## src/rtl/fe_link_pkg.sv

```systemverilog
// ---------------------------------------------------------------------------
// fe_link_pkg
// Constants and types shared by the FE transmit framer and the BE receive
// buffer control: frame delimiter words, the idle/comma word with its K flags,
// the payload length, and the framer state enum.
// ---------------------------------------------------------------------------
package fe_link_pkg;

  localparam logic [15:0] START_WORD     = 16'hDEAD;
  localparam logic [15:0] END_WORD       = 16'hBEEF;
  // Low byte is K28.5 (0xBC), so the receiver can align on it.
  localparam logic [15:0] IDLE_WORD      = 16'h50BC;
  localparam logic [1:0]  IDLE_K         = 2'b01;
  localparam logic [1:0]  DATA_K         = 2'b00;
  localparam int          FE_PAYLOAD_LEN = 125;
  localparam int          FE_MIN_GAP     = 4;

  // Each state names the word that will be emitted next.
  typedef enum logic [2:0] {
    GAP,
    SOF,
    TS,
    PAYLOAD,
    EOF
  } fe_state_e;

  // Counter increment that sticks at all-ones instead of wrapping.
  function automatic logic [15:0] sat_inc16(input logic [15:0] v);
    return (v == 16'hFFFF) ? v : v + 16'd1;
  endfunction

endpackage

```

## src/rtl/fe_tx_framer_if.sv

```systemverilog
// ---------------------------------------------------------------------------
// fe_tx_framer_if
// Upstream payload stream between the FE sample FIFO and the TX framer.
//   s_data   16  payload word
//   s_valid   1  s_data valid
//   s_ready   1  consumer accepts s_data this cycle
// master: the word source (FIFO side); slave: the framer.
// ---------------------------------------------------------------------------
interface fe_tx_framer_if;

  logic [15:0] s_data;
  logic        s_valid;
  logic        s_ready;

  modport master (
    output s_data,
    output s_valid,
    input  s_ready
  );

  modport slave (
    input  s_data,
    input  s_valid,
    output s_ready
  );

endinterface

```

## src/rtl/fe_tx_framer.sv

```systemverilog
// ---------------------------------------------------------------------------
// fe_tx_framer
// Transmit-side framer for the FE serial link. Packs upstream payload words
// into frames  START_WORD, timestamp, PAYLOAD_LEN payload words, END_WORD
// and fills every other cycle with K-char idle words. Drives the 16-bit
// transceiver TX parallel port, one word per cycle.
// Ports:
//   tx_std_clkout     in   1   TX parallel clock (only clock)
//   rst               in   1   asynchronous reset, active-high
//   tx_ready          in   1   transceiver TX ready / link up
//   enable            in   1   frame generation enable
//   src               slave    upstream payload stream (s_data/s_valid/s_ready)
//   tx_parallel_data  out  16  word to transceiver
//   tx_datak          out  2   K flags for tx_parallel_data
//   frame_cnt         out  16  frames completed (END_WORD sent), wraps
//   underrun_cnt      out  16  payload slots filled with idle, saturates
//   busy              out  1   high for every word from SOF through EOF
// ---------------------------------------------------------------------------
module fe_tx_framer
  import fe_link_pkg::*;
#(
  parameter int          PAYLOAD_LEN = FE_PAYLOAD_LEN,
  parameter logic [15:0] START_WORD  = fe_link_pkg::START_WORD,
  parameter logic [15:0] END_WORD    = fe_link_pkg::END_WORD,
  parameter logic [15:0] IDLE_WORD   = fe_link_pkg::IDLE_WORD,
  parameter logic [1:0]  IDLE_K      = fe_link_pkg::IDLE_K,
  parameter int          MIN_GAP     = FE_MIN_GAP
) (
  input  logic                 tx_std_clkout,
  input  logic                 rst,
  input  logic                 tx_ready,
  input  logic                 enable,
  fe_tx_framer_if.slave        src,
  output logic [15:0]          tx_parallel_data,
  output logic [1:0]           tx_datak,
  output logic [15:0]          frame_cnt,
  output logic [15:0]          underrun_cnt,
  output logic                 busy
);

  localparam int CNT_W = $clog2(PAYLOAD_LEN + 1);
  localparam int GAP_W = $clog2(MIN_GAP + 1);
  localparam logic [CNT_W-1:0] LAST_IDX = CNT_W'(PAYLOAD_LEN - 1);
  localparam logic [GAP_W-1:0] GAP_LAST = GAP_W'(MIN_GAP - 1);

  fe_state_e        state_q, state_d;
  logic [15:0]      ts_q;
  logic [15:0]      ts_latch_q;
  logic [CNT_W-1:0] pay_cnt_q, pay_cnt_d;
  logic [GAP_W-1:0] gap_cnt_q, gap_cnt_d;
  logic [15:0]      data_d;
  logic [1:0]       datak_d;
  logic             latch_ts;
  logic             frame_done;
  logic             underrun_hit;
  logic             accept;

  // The source is only ever offered a slot while a payload word is due and
  // the link can take it, so nothing is consumed around the frame delimiters.
  assign src.s_ready = (state_q == PAYLOAD) && tx_ready;
  assign accept      = src.s_valid && src.s_ready;

  // Next-state and next-word logic. Every cycle emits exactly one word; when
  // the word a state wants to send cannot go out (link not ready, or no
  // payload available) an idle is sent instead and the state holds. The gap
  // counter counts idles emitted in GAP including the current one, saturating
  // once the minimum gap has been satisfied.
  always_comb begin
    state_d      = state_q;
    pay_cnt_d    = pay_cnt_q;
    gap_cnt_d    = gap_cnt_q;
    data_d       = IDLE_WORD;
    datak_d      = IDLE_K;
    latch_ts     = 1'b0;
    frame_done   = 1'b0;
    underrun_hit = 1'b0;
    unique case (state_q)
      GAP: begin
        if (gap_cnt_q != GAP_LAST) begin
          gap_cnt_d = gap_cnt_q + 1'b1;
        end
        if ((gap_cnt_q == GAP_LAST) && enable && tx_ready) begin
          state_d = SOF;
        end
      end
      SOF: begin
        if (tx_ready) begin
          data_d   = START_WORD;
          datak_d  = DATA_K;
          latch_ts = 1'b1;
          state_d  = TS;
        end
      end
      TS: begin
        if (tx_ready) begin
          data_d    = ts_latch_q;
          datak_d   = DATA_K;
          pay_cnt_d = '0;
          state_d   = PAYLOAD;
        end
      end
      PAYLOAD: begin
        if (accept) begin
          data_d    = src.s_data;
          datak_d   = DATA_K;
          pay_cnt_d = pay_cnt_q + 1'b1;
          if (pay_cnt_q == LAST_IDX) begin
            state_d = EOF;
          end
        end else if (!src.s_valid) begin
          underrun_hit = 1'b1;
        end
      end
      EOF: begin
        if (tx_ready) begin
          data_d     = END_WORD;
          datak_d    = DATA_K;
          frame_done = 1'b1;
          gap_cnt_d  = '0;
          state_d    = GAP;
        end
      end
      default: begin
        state_d = GAP;
      end
    endcase
  end

  // State, counters and the registered TX port. busy reflects the state the
  // word was generated in, so it lines up with the word on tx_parallel_data.
  // The timestamp captured in SOF is the free-running count of that cycle.
  always_ff @(posedge tx_std_clkout or posedge rst) begin
    if (rst) begin
      state_q          <= GAP;
      gap_cnt_q        <= '0;
      pay_cnt_q        <= '0;
      ts_q             <= '0;
      ts_latch_q       <= '0;
      tx_parallel_data <= IDLE_WORD;
      tx_datak         <= IDLE_K;
      busy             <= 1'b0;
      frame_cnt        <= '0;
      underrun_cnt     <= '0;
    end else begin
      state_q          <= state_d;
      gap_cnt_q        <= gap_cnt_d;
      pay_cnt_q        <= pay_cnt_d;
      ts_q             <= ts_q + 16'd1;
      tx_parallel_data <= data_d;
      tx_datak         <= datak_d;
      busy             <= (state_q != GAP);
      if (latch_ts) begin
        ts_latch_q <= ts_q;
      end
      if (frame_done) begin
        frame_cnt <= frame_cnt + 16'd1;
      end
      if (underrun_hit) begin
        underrun_cnt <= sat_inc16(underrun_cnt);
      end
    end
  end

endmodule

```

## src/flat_wrapper.sv

```systemverilog
// flat-port wrapper written by rule: the top's interface ports become plain ports
module fe_tx_framer_flat import fe_link_pkg::*;
#(
  parameter int          PAYLOAD_LEN = FE_PAYLOAD_LEN,
  parameter logic [15:0] START_WORD  = fe_link_pkg::START_WORD,
  parameter logic [15:0] END_WORD    = fe_link_pkg::END_WORD,
  parameter logic [15:0] IDLE_WORD   = fe_link_pkg::IDLE_WORD,
  parameter logic [1:0]  IDLE_K      = fe_link_pkg::IDLE_K,
  parameter int          MIN_GAP     = FE_MIN_GAP
)
  (tx_std_clkout, rst, tx_ready, enable, tx_parallel_data, tx_datak, frame_cnt, underrun_cnt, busy, src_s_data, src_s_valid, src_s_ready);
  fe_tx_framer_if src_i ();
  input  logic tx_std_clkout;
  input  logic rst;
  input  logic tx_ready;
  input  logic enable;
  output logic [15:0] tx_parallel_data;
  output logic [1:0] tx_datak;
  output logic [15:0] frame_cnt;
  output logic [15:0] underrun_cnt;
  output logic busy;
  input wire logic [$bits(src_i.s_data)-1:0] src_s_data;
  input wire logic [$bits(src_i.s_valid)-1:0] src_s_valid;
  output wire logic [$bits(src_i.s_ready)-1:0] src_s_ready;
  assign src_i.s_data = src_s_data;
  assign src_i.s_valid = src_s_valid;
  assign src_s_ready = src_i.s_ready;
  fe_tx_framer #(.PAYLOAD_LEN(PAYLOAD_LEN), .START_WORD(START_WORD), .END_WORD(END_WORD), .IDLE_WORD(IDLE_WORD), .IDLE_K(IDLE_K), .MIN_GAP(MIN_GAP)) u_core (.tx_std_clkout(tx_std_clkout), .rst(rst), .tx_ready(tx_ready), .enable(enable), .src(src_i), .tx_parallel_data(tx_parallel_data), .tx_datak(tx_datak), .frame_cnt(frame_cnt), .underrun_cnt(underrun_cnt), .busy(busy));
endmodule
```

## config.mk

```make
export PLATFORM = sky130hd
export DESIGN_NAME = fe_tx_framer_flat
export DESIGN_NICKNAME = d
export VERILOG_FILES = /design/src/rtl/fe_link_pkg.sv /design/src/rtl/fe_tx_framer_if.sv /design/src/rtl/fe_tx_framer.sv /design/src/flat_wrapper.sv
export SDC_FILE = /design/constraint.sdc
export NUM_CORES = 1
export LEC_CHECK = 0
export CAP_MARGIN = 40
export CORE_MARGIN = 2
export CORE_UTILIZATION = 36
export CTS_CLUSTER_SIZE = 10
export DETAILED_ROUTE_END_ITERATION = 10
export PLACE_DENSITY = 0.67
export SYNTH_ARGS = -nofsm -noshare
export SYNTH_HDL_FRONTEND = slang
export SYNTH_SLANG_ARGS = --single-unit
```

## constraint.sdc

```tcl
create_clock -name tx_std_clkout -period 3.15 [get_ports tx_std_clkout]
set_input_delay 0.4725 -clock tx_std_clkout [delete_from_list [all_inputs] [get_ports tx_std_clkout]]
set_output_delay 0.4725 -clock tx_std_clkout [all_outputs]
set_load 0.02 [all_outputs]
```

* Yosys cells after proc, flatten, opt, wreduce, memory -nomap -nowiden
Index checks and enable logic that the tools add are counted.
** Storage, ports and cells
- Input port bits :: 21
- Flip-flop bits (word level) :: 96
** Cells by class
- Bitwise logic cells :: 1
- $add $sub $neg :: 5
- Eq/ne operators :: 15
- Reduce and logical (&&, ||, !) cells :: 13
- Multiplexer cells :: 26
** Operators with widths (count)
- 2-to-1 mux 16 bit :: 4
- case mux 16 bit (4 select lines) :: 1
- adder 16 x 1 -> 16 bit (second input constant) :: 3
- 2-to-1 mux 3 bit :: 7
- equality test 16 bit (second input constant) :: 1
- case mux 3 bit (5 select lines) :: 1
- 2-to-1 mux 7 bit :: 2
- case mux 7 bit (2 select lines) :: 1
- equality test 3 x 2 -> 1 bit (second input constant) :: 3
- 2-to-1 mux 1 bit :: 8
- != test 2 bit (second input constant) :: 4
- adder 7 x 1 -> 7 bit (second input constant) :: 1
- equality test 7 bit (second input constant) :: 1
- != test 2 x 1 -> 1 bit (second input constant) :: 3
- case mux 3 bit (2 select lines) :: 1
- AND reduction 3 bit :: 2
- AND reduction 6 bit :: 1
- logical AND 1 bit :: 4
- case mux 2 bit (2 select lines) :: 1
- nonzero test 2 bit :: 2
- adder 3 x 1 -> 3 bit (second input constant) :: 1
- equality test 3 x 1 -> 1 bit (second input constant) :: 1
- equality test 3 bit (second input constant) :: 1
- logical NOT 3 bit :: 1
- 5 further kinds :: 5

* Depth between registers and ports, before layout
- Word-level depth :: 6
- Gate-level depth with buffers :: 6
- Gate-level depth less buffers :: 6

* Worst setup path after synthesis
OpenSTA, ideal clock, no wires.
- Path type :: input port to flip-flop
- From :: in tx_ready
- To :: reg u_core.ts_latch_q[10]
- Path buffers :: 2
- Library setup time :: 0.125 ns
- Path slack :: 1.409 ns
- Stages on the path :: 5
- Arrival :: 1.617 ns
- Path through :: buf_4 nand2_2 nor3_2 buf_4 mux2_2
** On the way
- Word-level cells in the longest chain between the ends :: 2
** RTL lines
- start, declared :: RTL line flat_wrapper.sv:15 : input logic tx_ready;
- 2-to-1 mux 1 bit :: RTL line fe_tx_framer.sv:87 : if (tx_ready) begin
- 2-to-1 mux 1 bit :: RTL line fe_tx_framer.sv:77 : unique case (state_q)
- end signal, assigned :: RTL line fe_tx_framer.sv:153 : ts_latch_q <= ts_q;
- end, declared :: RTL line fe_tx_framer.sv:48 : logic [15:0] ts_latch_q;
No other way between the ends.
A chain may end at the register's enable or synchronous reset.

* Final worst setup path
- From :: in tx_ready
- To :: out src_s_ready
** On the way
- Word-level cells in the longest chain between the ends :: 1
** RTL lines
- logical AND 1 bit :: RTL line fe_tx_framer.sv:60 : assign src.s_ready = (state_q == PAYLOAD) && tx_ready;
- end, declared :: RTL line flat_wrapper.sv:24 : output wire logic [$bits(src_i.s_ready)-1:0] src_s_ready;
No other way between the ends.

==> impl_metrics.ini <==
[critical_path]
critPathCaptureType = output pin
cp.arrival_ns = 2.17
required_ns = 2.68
crit_path_max_fanout = 10
critical_path_class = in -> out
startpoint_types = primary input
reg2regPathDepth = 4

[yosys]
synth.distinct_cells = 49
synth.ff_latch_count = 95
postSynthNetCount = 388
yosysSeqAreaShare = 0.564
synth_async_sr_flop_share = 1.00
postSynth.topFlopCell = sky130_fd_sc_hd__dfrtp_1
post_synthesis_cell_count = 360
cell_area_after_technology_mapping_um2 = 4230
syn_avg_cell_area_um2 = 11.8
number_of_enable_flip_flop_cells_after_synthesis = 0
yosysWarningCount = 0
yosysTopAreaCell = sky130_fd_sc_hd__dfrtp_1
synthDominantCellAreaShare = 0.514
synth.top_cells.by_area = sky130_fd_sc_hd__dfrtp_1 (51%), sky130_fd_sc_hd__xnor2_1 (5.8%), sky130_fd_sc_hd__mux2_2 (5.3%)

[power]
power.switching_fraction = 0.258
share_of_total_power_in_sequential_cells = 0.474
ir_drop_v = 0.000308
combPwrFrac = 0.134
power.share.clock = 0.392
internal_power_contribution_w = 0.00221
power.net_switching_w = 0.000768
leakage_nw = 2.42
power_per_cell_area_nw_per_um2 = 550

[routing]
routedWlPerCell_um = 14.7
first_pass_iters = 4
drt-total-wl_um = 8580
vias = 2930
dr.first_iter.drc_count = 98
ant_nets = 0
number_of_design_rule_violations_left_after_detail_routing = 0
vias_per_inst = 5.02

[clock_tree]
cts_tree = done
post_cts_hold_buffer_count = 0
clock_tree.root_cell = sky130_fd_sc_hd__clkbuf_16
clk_transition_reported_paths_ns = 0.07
cts_resized = 0
tritoncts_num_sinks = 95
tritoncts.num_buffers = 9
h_tree_depth_reported_by_cts = 3
insertion_delay_ns = 0.33
clockBufferDepth = 2
post-cts-setup-buffer-count = 0

[layout]
drive_gt1_frac = 0.141
final_nets = 464
final_design_area_no_fill_um2 = 5420
final-instance-count-excl-fill = 584
num_antenna_cells = 0
layout.cells.most_common_list = sky130_fd_sc_hd__dfrtp_1 (87), sky130_fd_sc_hd__clkdlybuf4s50_1 (71), sky130_fd_sc_hd__nand2_1 (32)
layout.cells.most_common = sky130_fd_sc_hd__dfrtp_1
syn_to_final_growth_pct = 28.1

[placement]
post-dp-hpwl_um = 6000
post_dp_cell_area_um2 = 5100
gp_congestion = 0.819
post-place-ws_ns = 0.517
io_buffer_count = 71
placed_cells_incl_taps = 568

[run_status]
status = complete, no violations

[min_path]
hold_class = reg -> reg
worstHoldPathCells = 1

[floorplanning]
die-height_um = 112
initial_core_util = 0.369
dieArea_um2 = 12600
core_um2 = 11500
boundaryPins = 73
chip_width_um = 112
rows = 39

[global_route]
antenna_found_initial = 0
number_of_global_route_vias_before_repair = 3006
grtUsageTotal = 0.146
maximum_number_of_pins_on_one_net_before_global_route_repair = 96
global_route_wire_length_before_repair_um = 14800
grt_overflow_total = 0

[timing]
layout_min_cycle_time_ns = 2.64
minimum_hold_slack_ns = 0.472
tns_ns = 0
final.setup_skew_ns = 0.00425
max_slew.worst_pin.slew_ns = 0.502
fin_ws_ns = 0.505
worst_slew_margin_rel = 0.665
setup_violations = 0
slew_violations = 0
layout_worst_path_cycle_share = 0.840
hold_violations = 0
clock.fmax_ghz = 0.378
setup_repair_after_global_routing_missed_its_margin = false

[flow_run]
max-cap-violations = 0
-- power by group through the flow --
stage          clock [W]  sequential, W  combinational, W
3_3_place_gp           0        0.00143          0.000397
3_5_place_dp           0        0.00144          0.000405
2_1_floorplan          0        0.00148          0.000178
5_1_grt          0.00126        0.00143          0.000445
4_1_cts          0.00120        0.00141          0.000407
6_report         0.00117        0.00141          0.000400
-- cells in the mapped netlist (2+ instances only) --
cell type,count
sky130_fd_sc_hd__and2_1,3
sky130_fd_sc_hd__or3_1,2
sky130_fd_sc_hd__nor4_1,3
sky130_fd_sc_hd__dfrtp_1,87
sky130_fd_sc_hd__xnor2_1,28
sky130_fd_sc_hd__a221o_1,3
sky130_fd_sc_hd__a21oi_1,4
sky130_fd_sc_hd__nand3_4,2
sky130_fd_sc_hd__ha_1,7
sky130_fd_sc_hd__nand2b_1,2
sky130_fd_sc_hd__clkbuf_1,3
sky130_fd_sc_hd__buf_2,2
sky130_fd_sc_hd__o22ai_1,6
sky130_fd_sc_hd__xor2_1,19
sky130_fd_sc_hd__o21ai_0,5
sky130_fd_sc_hd__and3_1,4
sky130_fd_sc_hd__nor3b_1,2
sky130_fd_sc_hd__nand2_1,32
sky130_fd_sc_hd__buf_4,5
sky130_fd_sc_hd__and4b_1,2
sky130_fd_sc_hd__nor2_1,21
sky130_fd_sc_hd__nor3_1,8
sky130_fd_sc_hd__and4_1,3
sky130_fd_sc_hd__nor2b_1,2
sky130_fd_sc_hd__nand3_1,20
sky130_fd_sc_hd__inv_1,13
sky130_fd_sc_hd__dfstp_2,8
sky130_fd_sc_hd__mux2_2,20
sky130_fd_sc_hd__a22o_1,2
sky130_fd_sc_hd__a22oi_1,5
sky130_fd_sc_hd__nand4_1,19
-- sequential cells by signal (all words and copies together), names as in the netlist --
name / cells
u_core.busy: 1
u_core.frame_cnt: 16
u_core.gap_cnt_q: 3
u_core.pay_cnt_q: 7
u_core.state_q: 3
u_core.ts_latch_q: 16
u_core.ts_q: 16
u_core.tx_datak: 1
u_core.tx_parallel_data: 16
u_core.underrun_cnt: 16
-- cell type report --
| class | count | area [µm²] |
|---|---|---|
| Multi-Input combinational cell | 241 | 1730 |
| Inverter | 13 | 50.0 |
| Sequential cell | 95 | 2390 |
| Tap cell | 143 | 179 |
| Clock inverter | 7 | 95.1 |
| Clock buffer | 9 | 225 |
| Fill cell | 1033 | 6040 |
| Timing Repair Buffer | 76 | 761 |
-- cell families after synthesis --
group,share of synthesized area
and+or+nand+nor,0.188
DFF,0.564
xor gates and xnor gates,0.0973
AOI/OAI and AO/OA,0.0476
buffers and inverters,0.0281
muxes,0.0532
adders and majority gates,0.0207
other,0.000886
-- stage by stage --
step,utilization,total power [W]
4_1_cts,0.473,0.00302
3_5_place_dp,0.445,0.00184
5_1_grt,0.473,0.00313
2_1_floorplan,-,0.00165
6_report,0.473,0.00298
3_3_place_gp,0.445,0.00183
-- path summary, 6_finish.rpt --
check                                           from                    endpoint  slack (ns)
worst max-delay path                        tx_ready                 src_s_ready        0.51
worst min-delay path            u_core.frame_cnt[15]        u_core.frame_cnt[15]        0.47
worst max register to register     u_core.state_q[1]        u_core.frame_cnt[12]        1.14
worst min register to register  u_core.frame_cnt[15]        u_core.frame_cnt[15]        0.47
max in group asynchronous                        rst  u_core.tx_parallel_data[4]        2.18
min in group asynchronous                        rst         u_core.gap_cnt_q[0]        0.56
-- critical path, stage by stage --
cell and delay, ns:
sky130_fd_sc_hd__clkdlybuf4s50_1 0.71, sky130_fd_sc_hd__and4b_1 0.33, sky130_fd_sc_hd__clkdlybuf4s50_1 0.65
-- routing by layer --
layer,track usage,vias up,part of all wire
met4,0.0366,0,0.0079
met1,0.189,1450,0.45
li1,-,1418,-
met3,0.0443,6,0.039
met2,0.240,56,0.50
met5,0,-,0
Power figures use the tool's default switching activity.
